File: config.mk
export PLATFORM = sky130hd
export DESIGN_NAME = rc_servo_core_nch_flat
export DESIGN_NICKNAME = d
export VERILOG_FILES = /design/src/rtl/rc_servo_core_nch_if.sv /design/src/rtl/rc_servo_core_nch.sv /design/src/flat_wrapper.sv
export SDC_FILE = /design/constraint.sdc
export NUM_CORES = 1
export LEC_CHECK = 0
export ABC_AREA = 1
export CAP_MARGIN = 20
export CORE_UTILIZATION = 40
export CTS_CLUSTER_DIAMETER = 80
export DETAILED_ROUTE_END_ITERATION = 10
export GPL_ROUTABILITY_DRIVEN = 0
export PLACE_DENSITY_LB_ADDON = 0.15
export SKIP_LAST_GASP = 1
export SYNTH_ARGS = -nofsm -noshare
export SYNTH_HDL_FRONTEND = slang
export SYNTH_SLANG_ARGS = --single-unit
File: constraint.sdc
create_clock -name clk_i -period 2.3 [get_ports clk_i]
set_input_delay 0.345 -clock clk_i [delete_from_list [all_inputs] [get_ports clk_i]]
set_output_delay 0.345 -clock clk_i [all_outputs]
set_load 0.005 [all_outputs]
File: src/rtl/rc_servo_core_nch_if.sv
// Bus bundle for rc_servo_core_nch: comparator/enable inputs, pulse/position/frame outputs.
// master = driving environment, slave = servo core.
interface rc_servo_core_nch_if #(
  parameter int unsigned CH_N  = 2,
  parameter int unsigned ADC_W = 10
);
  logic [CH_N-1:0]       comp_async_i;
  logic [CH_N-1:0]       en_i;
  logic [CH_N-1:0]       pwm_o;
  logic [CH_N*ADC_W-1:0] pos_o;
  logic                  frame_o;

  modport master (
    output comp_async_i,
    output en_i,
    input  pwm_o,
    input  pos_o,
    input  frame_o
  );

  modport slave (
    input  comp_async_i,
    input  en_i,
    output pwm_o,
    output pos_o,
    output frame_o
  );
endinterface

File: src/rtl/rc_servo_core_nch.sv
// N-channel RC-servo core: per-frame comparator duty measurement sets each channel's pulse width.
// Define RC_SERVO_FILTER_EN to average new measurements into the position (round-half-up).
module rc_servo_core_nch #(
  parameter int unsigned CH_N         = 2,
  parameter int unsigned ADC_W        = 10,
  parameter int unsigned TICK_DIV     = 50,
  parameter int unsigned PW_MIN_TICKS = 1000,
  parameter int unsigned FRAME_TICKS  = 20000
) (
  input  logic               clk_i,
  input  logic               reset_i,
  rc_servo_core_nch_if.slave bus_io
);

  localparam int unsigned TickW  = $clog2(TICK_DIV);
  localparam int unsigned FrameW = $clog2(FRAME_TICKS);
  localparam int unsigned CmpW   = FrameW + 1;

  localparam logic [TickW-1:0]  TickLast  = TickW'(TICK_DIV - 1);
  localparam logic [FrameW-1:0] FrameLast = FrameW'(FRAME_TICKS - 1);
  localparam logic [CmpW-1:0]   WinTicks  = CmpW'((2 ** ADC_W) - 1);
  localparam logic [CmpW-1:0]   PwMin     = CmpW'(PW_MIN_TICKS);
  localparam logic [ADC_W-1:0]  PosReset  = ADC_W'(2 ** (ADC_W - 1));

  if ((CH_N < 1) || (CH_N > 8)) begin : g_chk_ch
    $error("rc_servo_core_nch: CH_N must be in 1..8");
  end
  if (TICK_DIV < 2) begin : g_chk_tick
    $error("rc_servo_core_nch: TICK_DIV must be at least 2");
  end
  if (FRAME_TICKS < PW_MIN_TICKS + (2 ** ADC_W)) begin : g_chk_frame
    $error("rc_servo_core_nch: FRAME_TICKS must be >= PW_MIN_TICKS + 2**ADC_W");
  end

  logic [CH_N-1:0]             sync1_q, sync2_q;
  logic [TickW-1:0]            tick_cnt_q, tick_cnt_d;
  logic [FrameW-1:0]           frame_cnt_q, frame_cnt_d;
  logic [CH_N-1:0][ADC_W-1:0]  meas_q, meas_d;
  logic [CH_N-1:0][ADC_W-1:0]  pos_q, pos_d;
  logic [CH_N-1:0]             en_r_q, en_r_d;
  logic [CH_N-1:0]             pwm_q, pwm_d;
  logic [CH_N-1:0]             comp_s;
  logic                        tick, boundary, in_window;
`ifdef RC_SERVO_FILTER_EN
  logic [ADC_W:0]              filt_sum;
`endif

  assign comp_s    = sync2_q;
  assign tick      = (tick_cnt_q == TickLast);
  assign boundary  = tick && (frame_cnt_q == FrameLast);
  assign in_window = ({1'b0, frame_cnt_q} < WinTicks);

  always_comb begin
    tick_cnt_d  = tick ? '0 : tick_cnt_q + TickW'(1);
    frame_cnt_d = frame_cnt_q;
    if (tick) begin
      frame_cnt_d = boundary ? '0 : frame_cnt_q + FrameW'(1);
    end
    meas_d = meas_q;
    pos_d  = pos_q;
    en_r_d = en_r_q;
    pwm_d  = '0;
`ifdef RC_SERVO_FILTER_EN
    filt_sum = '0;
`endif
    for (int k = 0; k < CH_N; k++) begin
      // Boundary never lies inside the window, so clear and increment cannot collide.
      if (boundary) begin
        meas_d[k] = '0;
`ifdef RC_SERVO_FILTER_EN
        filt_sum = {1'b0, pos_q[k]} + {1'b0, meas_q[k]} + (ADC_W + 1)'(1);
        pos_d[k] = filt_sum[ADC_W:1];
`else
        pos_d[k] = meas_q[k];
`endif
      end else if (tick && in_window && comp_s[k]) begin
        meas_d[k] = meas_q[k] + ADC_W'(1);
      end
      pwm_d[k] = en_r_q[k] & ({1'b0, frame_cnt_q} < (PwMin + CmpW'(pos_q[k])));
    end
    if (boundary) begin
      en_r_d = bus_io.en_i;
    end
  end

  always_ff @(posedge clk_i or posedge reset_i) begin
    if (reset_i) begin
      sync1_q     <= '0;
      sync2_q     <= '0;
      tick_cnt_q  <= '0;
      frame_cnt_q <= '0;
      meas_q      <= '0;
      pos_q       <= {CH_N{PosReset}};
      en_r_q      <= '0;
      pwm_q       <= '0;
    end else begin
      sync1_q     <= bus_io.comp_async_i;
      sync2_q     <= sync1_q;
      tick_cnt_q  <= tick_cnt_d;
      frame_cnt_q <= frame_cnt_d;
      meas_q      <= meas_d;
      pos_q       <= pos_d;
      en_r_q      <= en_r_d;
      pwm_q       <= pwm_d;
    end
  end

  assign bus_io.pwm_o   = pwm_q;
  assign bus_io.pos_o   = pos_q;
  assign bus_io.frame_o = boundary;

endmodule

File: src/flat_wrapper.sv
// flat-port wrapper written by rule: the top's interface ports become plain ports
module rc_servo_core_nch_flat 
#(
  parameter int unsigned CH_N         = 2,
  parameter int unsigned ADC_W        = 10,
  parameter int unsigned TICK_DIV     = 50,
  parameter int unsigned PW_MIN_TICKS = 1000,
  parameter int unsigned FRAME_TICKS  = 20000
)
  (clk_i, reset_i, bus_io_comp_async_i, bus_io_en_i, bus_io_pwm_o, bus_io_pos_o, bus_io_frame_o);
  rc_servo_core_nch_if #(.CH_N(CH_N), .ADC_W(ADC_W)) bus_io_i ();
  input  logic clk_i;
  input  logic reset_i;
  input wire logic [$bits(bus_io_i.comp_async_i)-1:0] bus_io_comp_async_i;
  input wire logic [$bits(bus_io_i.en_i)-1:0] bus_io_en_i;
  output wire logic [$bits(bus_io_i.pwm_o)-1:0] bus_io_pwm_o;
  output wire logic [$bits(bus_io_i.pos_o)-1:0] bus_io_pos_o;
  output wire logic [$bits(bus_io_i.frame_o)-1:0] bus_io_frame_o;
  assign bus_io_i.comp_async_i = bus_io_comp_async_i;
  assign bus_io_i.en_i = bus_io_en_i;
  assign bus_io_pwm_o = bus_io_i.pwm_o;
  assign bus_io_pos_o = bus_io_i.pos_o;
  assign bus_io_frame_o = bus_io_i.frame_o;
  rc_servo_core_nch #(.CH_N(CH_N), .ADC_W(ADC_W), .TICK_DIV(TICK_DIV), .PW_MIN_TICKS(PW_MIN_TICKS), .FRAME_TICKS(FRAME_TICKS)) u_core (.clk_i(clk_i), .reset_i(reset_i), .bus_io(bus_io_i));
endmodule
# Word level (Yosys, flattened, before mapping)
# Cells that the tools add are included.
# totals
register_bits	69
latch_bits	0
ram_bits	0
rom_bits	0
in_bits	6
output_inout_bits	23
mem_count	0
# classes
addsub	6
n_mul	0
div	0
magnitude_cmp	3
n_eq_ne	2
n_shift	0
mux	6
bitwise_logic	2
n_reduce_logical	6
# op_table
operator	count
10-bit 2-to-1 mux	4
15-bit by 16-bit < comparator with 1-bit output	2
10-bit by 10-bit adder with 11-bit output, first input constant	2
10-bit by 1-bit adder with 10-bit output, second input constant	2
15-bit by 1-bit adder with 15-bit output, second input constant	1
15-bit == test, second input constant	1
15-bit by 10-bit < comparator with 1-bit output, second input constant	1
15-bit 2-to-1 mux	1
6-bit by 1-bit adder with 6-bit output, second input constant	1
6-bit == test, second input constant	1
6-bit 2-to-1 mux	1
1-bit logical AND	4
2-bit nonzero test	2
1-bit bitwise AND	2

# Longest topological paths before layout
# Gate-level depths: netlist of the first run.
# logic_depth
depth_word	5
mapped_depth	10
mapped_depth_nobuf	10

# Worst setup path before layout of the first run
# No wires, ideal clock.
# synth_path
kind	reg2reg
startpoint	register u_core.pos_q (netlist bit u_core.bus_io.pos_o[13])
endpoint	register u_core.pwm_q[1] (netlist: u_core.bus_io.pwm_o[1])
setup_time_ns	0.077
t_arrival_ns	1.801
required_ns	2.223
setup_slack_ns	0.422
path_stages_with_launch	10
path_buffers	0
cell_sequence	dfrtp_1 -> ha_1 -> nor3_1 -> nand2_1 -> nor2_1 -> xnor2_1 -> ha_1 -> a21oi_1 -> o2111ai_1 -> a21oi_1
# synth_between
elab_chain_cells	3
# synth_lines
item	line_no	rtl
start: declaration	rc_servo_core_nch.sv:39	logic [CH_N-1:0][ADC_W-1:0] pos_q, pos_d;
start signal: assignment	rc_servo_core_nch.sv:93	pos_q <= {CH_N{PosReset}};
start signal: assignment	rc_servo_core_nch.sv:102	pos_q <= pos_d;
10-bit by 10-bit adder with 11-bit output	rc_servo_core_nch.sv:79	pwm_d[k] = en_r_q[k] & ({1'b0, frame_cnt_q} < (PwMin + CmpW'(pos_q[k])));
15-bit by 16-bit < comparator with 1-bit output	rc_servo_core_nch.sv:79	
1-bit bitwise AND	rc_servo_core_nch.sv:79	
via u_core.pwm_d[1]	rc_servo_core_nch.sv:41	logic [CH_N-1:0] pwm_q, pwm_d;
end signal: assignment	rc_servo_core_nch.sv:104	pwm_q <= pwm_d;
end: declaration	rc_servo_core_nch.sv:41	
# The timed path passes the listed nets, and every way through them passes these cells.
# A chain may end at the register's enable or synchronous reset.

# Worst setup path in the final report of the first run
# layout_path
startpoint	register u_core.frame_cnt_q[12]
endpoint	output bus_io_frame_o
# layout_between
elab_chain_cells	2
# layout_lines
item	line_no	rtl
start: declaration	rc_servo_core_nch.sv:37	logic [FrameW-1:0] frame_cnt_q, frame_cnt_d;
start signal: assignment	rc_servo_core_nch.sv:100	frame_cnt_q <= frame_cnt_d;
15-bit == test	rc_servo_core_nch.sv:50	assign boundary = tick && (frame_cnt_q == FrameLast);
1-bit logical AND	rc_servo_core_nch.sv:50	
end: declaration	flat_wrapper.sv:18	output wire logic [$bits(bus_io_i.frame_o)-1:0] bus_io_frame_o;
# Every way passes these cells.

==> results.ini, run 1 <==
[worst_setup_path]
r2r_end=u_core.bus_io.pwm_o[1]
worstSetupEndpointType=output pin
crit_buf_inv=2
required_ps=1960
cpMaxStageDelayCell=clkdlybuf4s50_1
cp-start-kind=register
critPathMaxFanout=4
crit_arrival_ps=1830
rr_worst_depth=9
reg2reg_setup_slack_ps=240
r2r_start=u_core.bus_io.pos_o[13]
critPathKind=register to output pin
path_cells=nor2_2 > nand2_1 > nor2_1 > nand3_2 > inv_2 > clkdlybuf4s50_1
slowest_delay_ps=500
critPathTopFamily=buffers and inverters

[grt]
grt_start_max_net_pins=70
grt_pass1_wl_um=16980
grt.overflow.total=0
grt_pass1_vias=3383
grtUsageTotal_pct=19.75
antenna_found_initial=0

[synthesis]
synth_area_per_cell_um2=7.685
ys_warn_count=0
syn-num-nets=589
synth_area_leaders=dfrtp_1 (39%), nand2_1 (14%), ha_1 (7.9%), inv_1 (6.4%), nor2_1 (4.7%)
ys_ff_latch=69
synthDistinctLibCells=33
synth_cells=556
synth_top_area_share_pct=39.24
syn_area_um2=4273
seq_area_frac_synth_pct=40.47
yosys.area.top_type=dfrtp_1

[timing]
post-route-min-period_ps=2178
fin_crit_sh_pct=94.68
rsz0062_at_grt=no
fmax_ghz=0.4592
drv_slew=0
setup_violations=0
setup-tns-final_ps=0
hold_violations=0
finClkSkew_ps=9.593
tightest_slew_ps=632.7
max_slew_margin_pct=57.82

[clock_tree]
path_clk_slew_ps=80
ctsLongestPathBuffers=2
cts.sink_count=69
tritoncts=built
clock-root-buffer=clkbuf_8
clk_latency_ps=340
htreeDepth=3
numCtsBuffers=9

[floorplanning]
start_util_pct=41.39
ios=29
die_y_um=105.4
rows=37
chipWidth_um=105.4
die_area_um2=11100
core_um2=10320

[routing]
drtIter0Drc=164
drt_wl_total_um=10090
drcViolationCount=0
num_vias=3642
drt_first_pass_iters=4
routedWlPerCell_um=13.60
via_per_inst=4.908
drtAntennaViolNets=0

[cells_and_area]
final_cell_mix=nand2_1 (158), inv_1 (72), dfrtp_1 (64)
nets=634
final_util_pct=48.27
layout_commonest_cell=nand2_1
drive_gt1_share_pct=11.39
diodes=0
fillers=1043
area_delta_synth_final_pct=16.63
fin_cells=742

[run_status]
status=finished, final reports clean

[power_and_ir_drop]
p_leak_nw=2.452
ir_drop_mv=0.2713
power.total_w=0.002198
p_per_area_nw_per_um2=441.0

[min_path]
worstHoldEndpoint=u_core.comp_s[0]
whs_path_depth=0
min-delay-path-class=register to register
min-delay-start=u_core.sync1_q[0]

[job]
drv_cap=0

[placed_design]
hpwl_um=7255
dp.cells=721
portBuffers=28

## per-stage QoR
step	hold WS, ps	setup slack (ps)	instance area, um2
3_5_place_dp	336.3	288.3	4746
3_3_place_gp	334.9	319.8	4746
4_1_cts	352.5	11.17	4931
5_1_grt	362.9	5.959	4984
6_report	351.6	122.4	4984
2_1_floorplan	331.2	218.4	4273
## worst reg2reg max path, cell delays in order (launching register included)
cell and delay (ps):
dfrtp_1 430, ha_1 240, nor3_1 290, nand2_1 90
nor2_1 120, xnor2_1 140, ha_1 260, a21oi_1 170
o2111ai_1 120, a21oi_1 120
## cell type report
| cell class | instances | area, um2 | share of cell area [%] |
|---|---|---|---|
| Clock buffer | 15 | 176.4 | 3.540 |
| Clock inverter | 1 | 5.005 | 0.1004 |
| Inverter | 77 | 289.0 | 5.800 |
| Sequential cell | 69 | 1733 | 34.77 |
| Multi-Input combinational cell | 402 | 2212 | 44.39 |
| Timing Repair Buffer | 42 | 397.9 | 7.984 |
| Tap cell | 136 | 170.2 | 3.415 |
## sequential cells by signal, summed over array words and instances, names as in the netlist
signal	count
u_core.bus_io.pos_o	20
u_core.meas_q	20
u_core.frame_cnt_q	15
u_core.tick_cnt_q	6
u_core.bus_io.pwm_o	2
u_core.comp_s	2
u_core.en_r_q	2
u_core.sync1_q	2
## metal layers
| layer | wire (um) | global-route usage, % | vias up | part of all wire, % |
|---|---|---|---|---|
| met4 | 118 | 5.734 | 0 | 1.2 |
| li1 | - | - | 1872 | - |
| met1 | 4809 | 27.18 | 1677 | 48 |
| met5 | 0 | 0 | - | 0 |
| met3 | 591 | 4.576 | 10 | 5.9 |
| met2 | 4571 | 30.92 | 83 | 45 |
## power by group
group	leakage [nW]	internal, W	switching, W
registers	0.909	0.00122	0.00000431
clock network	0.0937	0.000481	0.000449
logic	1.45	0.0000139	0.0000333
## worst max-delay path by stage
stage	startpoint	endpoint	depth (start not counted)	slack (ps)
after global placement	u_core.bus_io.pos_o[13]	u_core.bus_io.pwm_o[1]	9	320
final	u_core.frame_cnt_q[12]	bus_io_frame_o	6	120
after detailed placement	u_core.bus_io.pos_o[13]	u_core.bus_io.pwm_o[1]	9	290
after global routing	u_core.frame_cnt_q[7]	bus_io_frame_o	6	6
after floorplan	reset_i	u_core.bus_io.pos_o[0]	1	220
after CTS	u_core.tick_cnt_q[1]	bus_io_frame_o	7	10
## kinds of logic after synthesis
logic type / after synthesis / share of synthesized area [%]
simple gates: 302 / 32.65
buf+inv: 85 / 8.111
flops: 69 / 40.47
compound gates: 56 / 7.379
fa+ha+maj: 27 / 7.906
xor+xnor: 17 / 3.485
## synth_stat cells (all sizes together)
master     n
or2        3
xnor2      4
nand2    162
clkbuf     1
nor3b      1
nor4       1
o2111ai    2
o21ai     35
nand4     15
dfstp      2
nor3      16
dfrtp     67
nor2      61
nand3b     3
o21a       2
buf        7
inv       77
and3       1
ha        27
a21oi     17
xor2      13
nand3     39
## timing repair
action                     4_1_cts  5_1_grt
gates resized for setup          2        4
hold endpoints to repair         0        0
buffers inserted                 0        5
hold buffers                     0        0
pin swaps                        1        1
setup endpoints to repair        1        1
No activity file was read; power rests on OpenSTA's default activity.
==> run 2: changes to the inputs <==
--- a/config.mk
+++ b/config.mk
@@ -13,6 +13,7 @@
 export GPL_ROUTABILITY_DRIVEN = 0
 export PLACE_DENSITY_LB_ADDON = 0.15
 export SKIP_LAST_GASP = 1
+export SLEW_MARGIN = 20
 export SYNTH_ARGS = -nofsm -noshare
 export SYNTH_HDL_FRONTEND = slang
 export SYNTH_SLANG_ARGS = --single-unit
==> results of run 2 <==
Final layout, timing and power as in run 1 (identical DEF).
==> run 3: changes to the inputs <==
==> constraint.sdc (replaced) <==
create_clock -name clk_i -period 1.8 [get_ports clk_i]
set_input_delay 0.27 -clock clk_i [delete_from_list [all_inputs] [get_ports clk_i]]
set_output_delay 0.27 -clock clk_i [all_outputs]
set_load 0.005 [all_outputs]
==> run 3 against run 2 <==
  * Global-route usage increased by 1.7 points
  * Via count increased by 4.8%
  * Count of clock-buffer cells in the layout decreased by 4
  * Final cell count increased by 4.6%
  * First-iteration DRC count decreased by 6.1%
  * Largest power group unchanged
  * Sequential power increased by 28%
  * Worst hold slack got worse by 100 ps
  * Clock power increased by 49%
==> results.ini, run 3 (same netlist as run 1, synthesis figures left out) <==
[placed_design]
hpwl_um=7991  ; +10%
portBuffers=28  ; unchanged
dp_slack_ps=-17.57  ; -305.9 ps

[floorplanning]
chipWidth_um=105.4  ; unchanged
rows=37  ; unchanged
die_y_um=105.4  ; unchanged
start_util_pct=41.39  ; unchanged
core_um2=10320  ; unchanged
ios=29  ; unchanged
die_area_um2=11100  ; unchanged

[worst_setup_path]
r2r_end=u_core.bus_io.pwm_o[1]
reg2reg_setup_slack_ps=30  ; -210 ps
r2r_start=u_core.bus_io.pos_o[14]
crit_arrival_ps=1500  ; -330 ps
critPathMaxFanout=4  ; unchanged
startpoint=u_core.bus_io.pos_o[15]
path_cells=buf_4 > clkdlybuf4s50_1
rr_worst_depth=9  ; unchanged
slowest_delay_ps=500  ; about the same
crit_path_end=bus_io_pos_o[15]
required_ps=1530  ; -430 ps
cp-start-kind=register
cpMaxStageDelayCell=clkdlybuf4s50_1
worstSetupEndpointType=output pin
critPathKind=register to output pin

[cells_and_area]
diodes=0  ; unchanged
final_util_pct=51.95  ; +3.7 points
drive_gt1_share_pct=18.75  ; +7.4 points
area_delta_synth_final_pct=25.51
final_cell_mix=nand2_1 (157), inv_1 (71), dfrtp_1 (66)
layout_commonest_cell=nand2_1
nets=668  ; +5.4%

[timing]
tightest_slew_ps=450.1  ; -182.6 ps
max_slew_margin_pct=69.93  ; +12 points
hold_violations=0  ; unchanged
setup_ws_ps=32.56  ; -89.81 ps
fmax_ghz=0.5658
finClkSkew_ps=10.02  ; +0.4250 ps
rsz0062_at_grt=yes
post-route-min-period_ps=1767
setup_violations=0  ; unchanged
timing.hold.ws_ps=248.8  ; -102.8 ps
fin_crit_sh_pct=98.19
drv_slew=0  ; unchanged

[routing]
drtIter0Drc=154  ; -6.1%
drcViolationCount=0  ; unchanged
drt_first_pass_iters=5  ; +1
drtAntennaViolNets=0  ; unchanged
routedWlPerCell_um=13.77  ; +1.3%
num_vias=3816  ; +4.8%
drt_wl_total_um=10690  ; +5.9%
via_per_inst=4.918  ; +0.19%

[clock_tree]
hold_buffers=0  ; unchanged
tritoncts=built
ctsLongestPathBuffers=2  ; unchanged
clock-root-buffer=clkbuf_8
cts.sink_count=69  ; unchanged
clk_latency_ps=370  ; +30 ps
path_clk_slew_ps=80  ; about the same
numCtsBuffers=9  ; unchanged
htreeDepth=3  ; unchanged

[job]
drv_cap=0  ; unchanged

[grt]
antenna_found_initial=0  ; unchanged
grt.overflow.total=0  ; unchanged
grt_start_max_net_pins=60  ; -14%
grtUsageTotal_pct=21.49  ; +1.7 points
grt_pass1_wl_um=18180  ; +7.1%
grt_pass1_vias=3666  ; +8.4%

[power_and_ir_drop]
p_per_area_nw_per_um2=564.2  ; +28%
power.total_w=0.003026  ; +38%
ir_drop_mv=0.4757  ; +75%
p_leak_nw=2.657  ; +8.4%

[min_path]
min-delay-path-class=primary input to async pin

[run_status]
status=finished, final reports clean

[run 3: timing repair]
item	in CTS	in global routing
setup endpoints to repair	3	11
pin swaps	6	13
resized for setup	11	15
setup buffers	2	5
[run 3: layer usage]
metal | GRT usage, % | routed length [um] | vias up
met5 | 0 | 0 | -
met4 | 6.942 | 159 | 0
met3 | 6.308 | 668 | 14
met2 | 33.98 | 4942 | 99
met1 | 28.17 | 4918 | 1756
li1 | - | - | 1947
[run 3: per-stage QoR]
step	cells	setup TNS [ps]	cell area (um2)
2_1_floorplan	556	0	4282
6_report	776	0	5363
4_1_cts	771	-49.41	5278
3_5_place_dp	753	-30.54	5020
3_3_place_gp	753	0	5020
5_1_grt	776	-180.7	5363
[run 3: worst max-delay path, delay by kind of cell (launching register included)]
kind | cells | cell delay, ps
flops | 1 | 460
buf+inv | 2 | 660
[run 3: how the worst min path moves through the flow]
stage | start | endpoint | slack, ps | cells past startpoint
global route | reset_i | u_core.tick_cnt_q[2] | 270 | 2
finish | reset_i | u_core.tick_cnt_q[2] | 250 | 2
global placement | u_core.sync1_q[1] | u_core.comp_s[1] | 330 | 0
detailed placement | u_core.sync1_q[1] | u_core.comp_s[1] | 350 | 0
CTS | reset_i | u_core.tick_cnt_q[2] | 250 | 2
floorplan | bus_io_comp_async_i[0] | u_core.sync1_q[0] | 300 | 0
[run 3: final cells by class]
class	count	area (um2)
clock buffer	11	131.4
inverter	77	292.8
sequential	69	1730
clock inverter	5	77.57
tap	136	170.2
timing repair buffer	76	673.1
fill	1007	4961
multi-input combinational	402	2287
[run 3: report_power, final]
part,leakage (nW),switching (W),internal [W]
logic,1.64,0.0000471,0.0000237
clock network,0.103,0.000619,0.000776
registers,0.912,0.00000583,0.00155
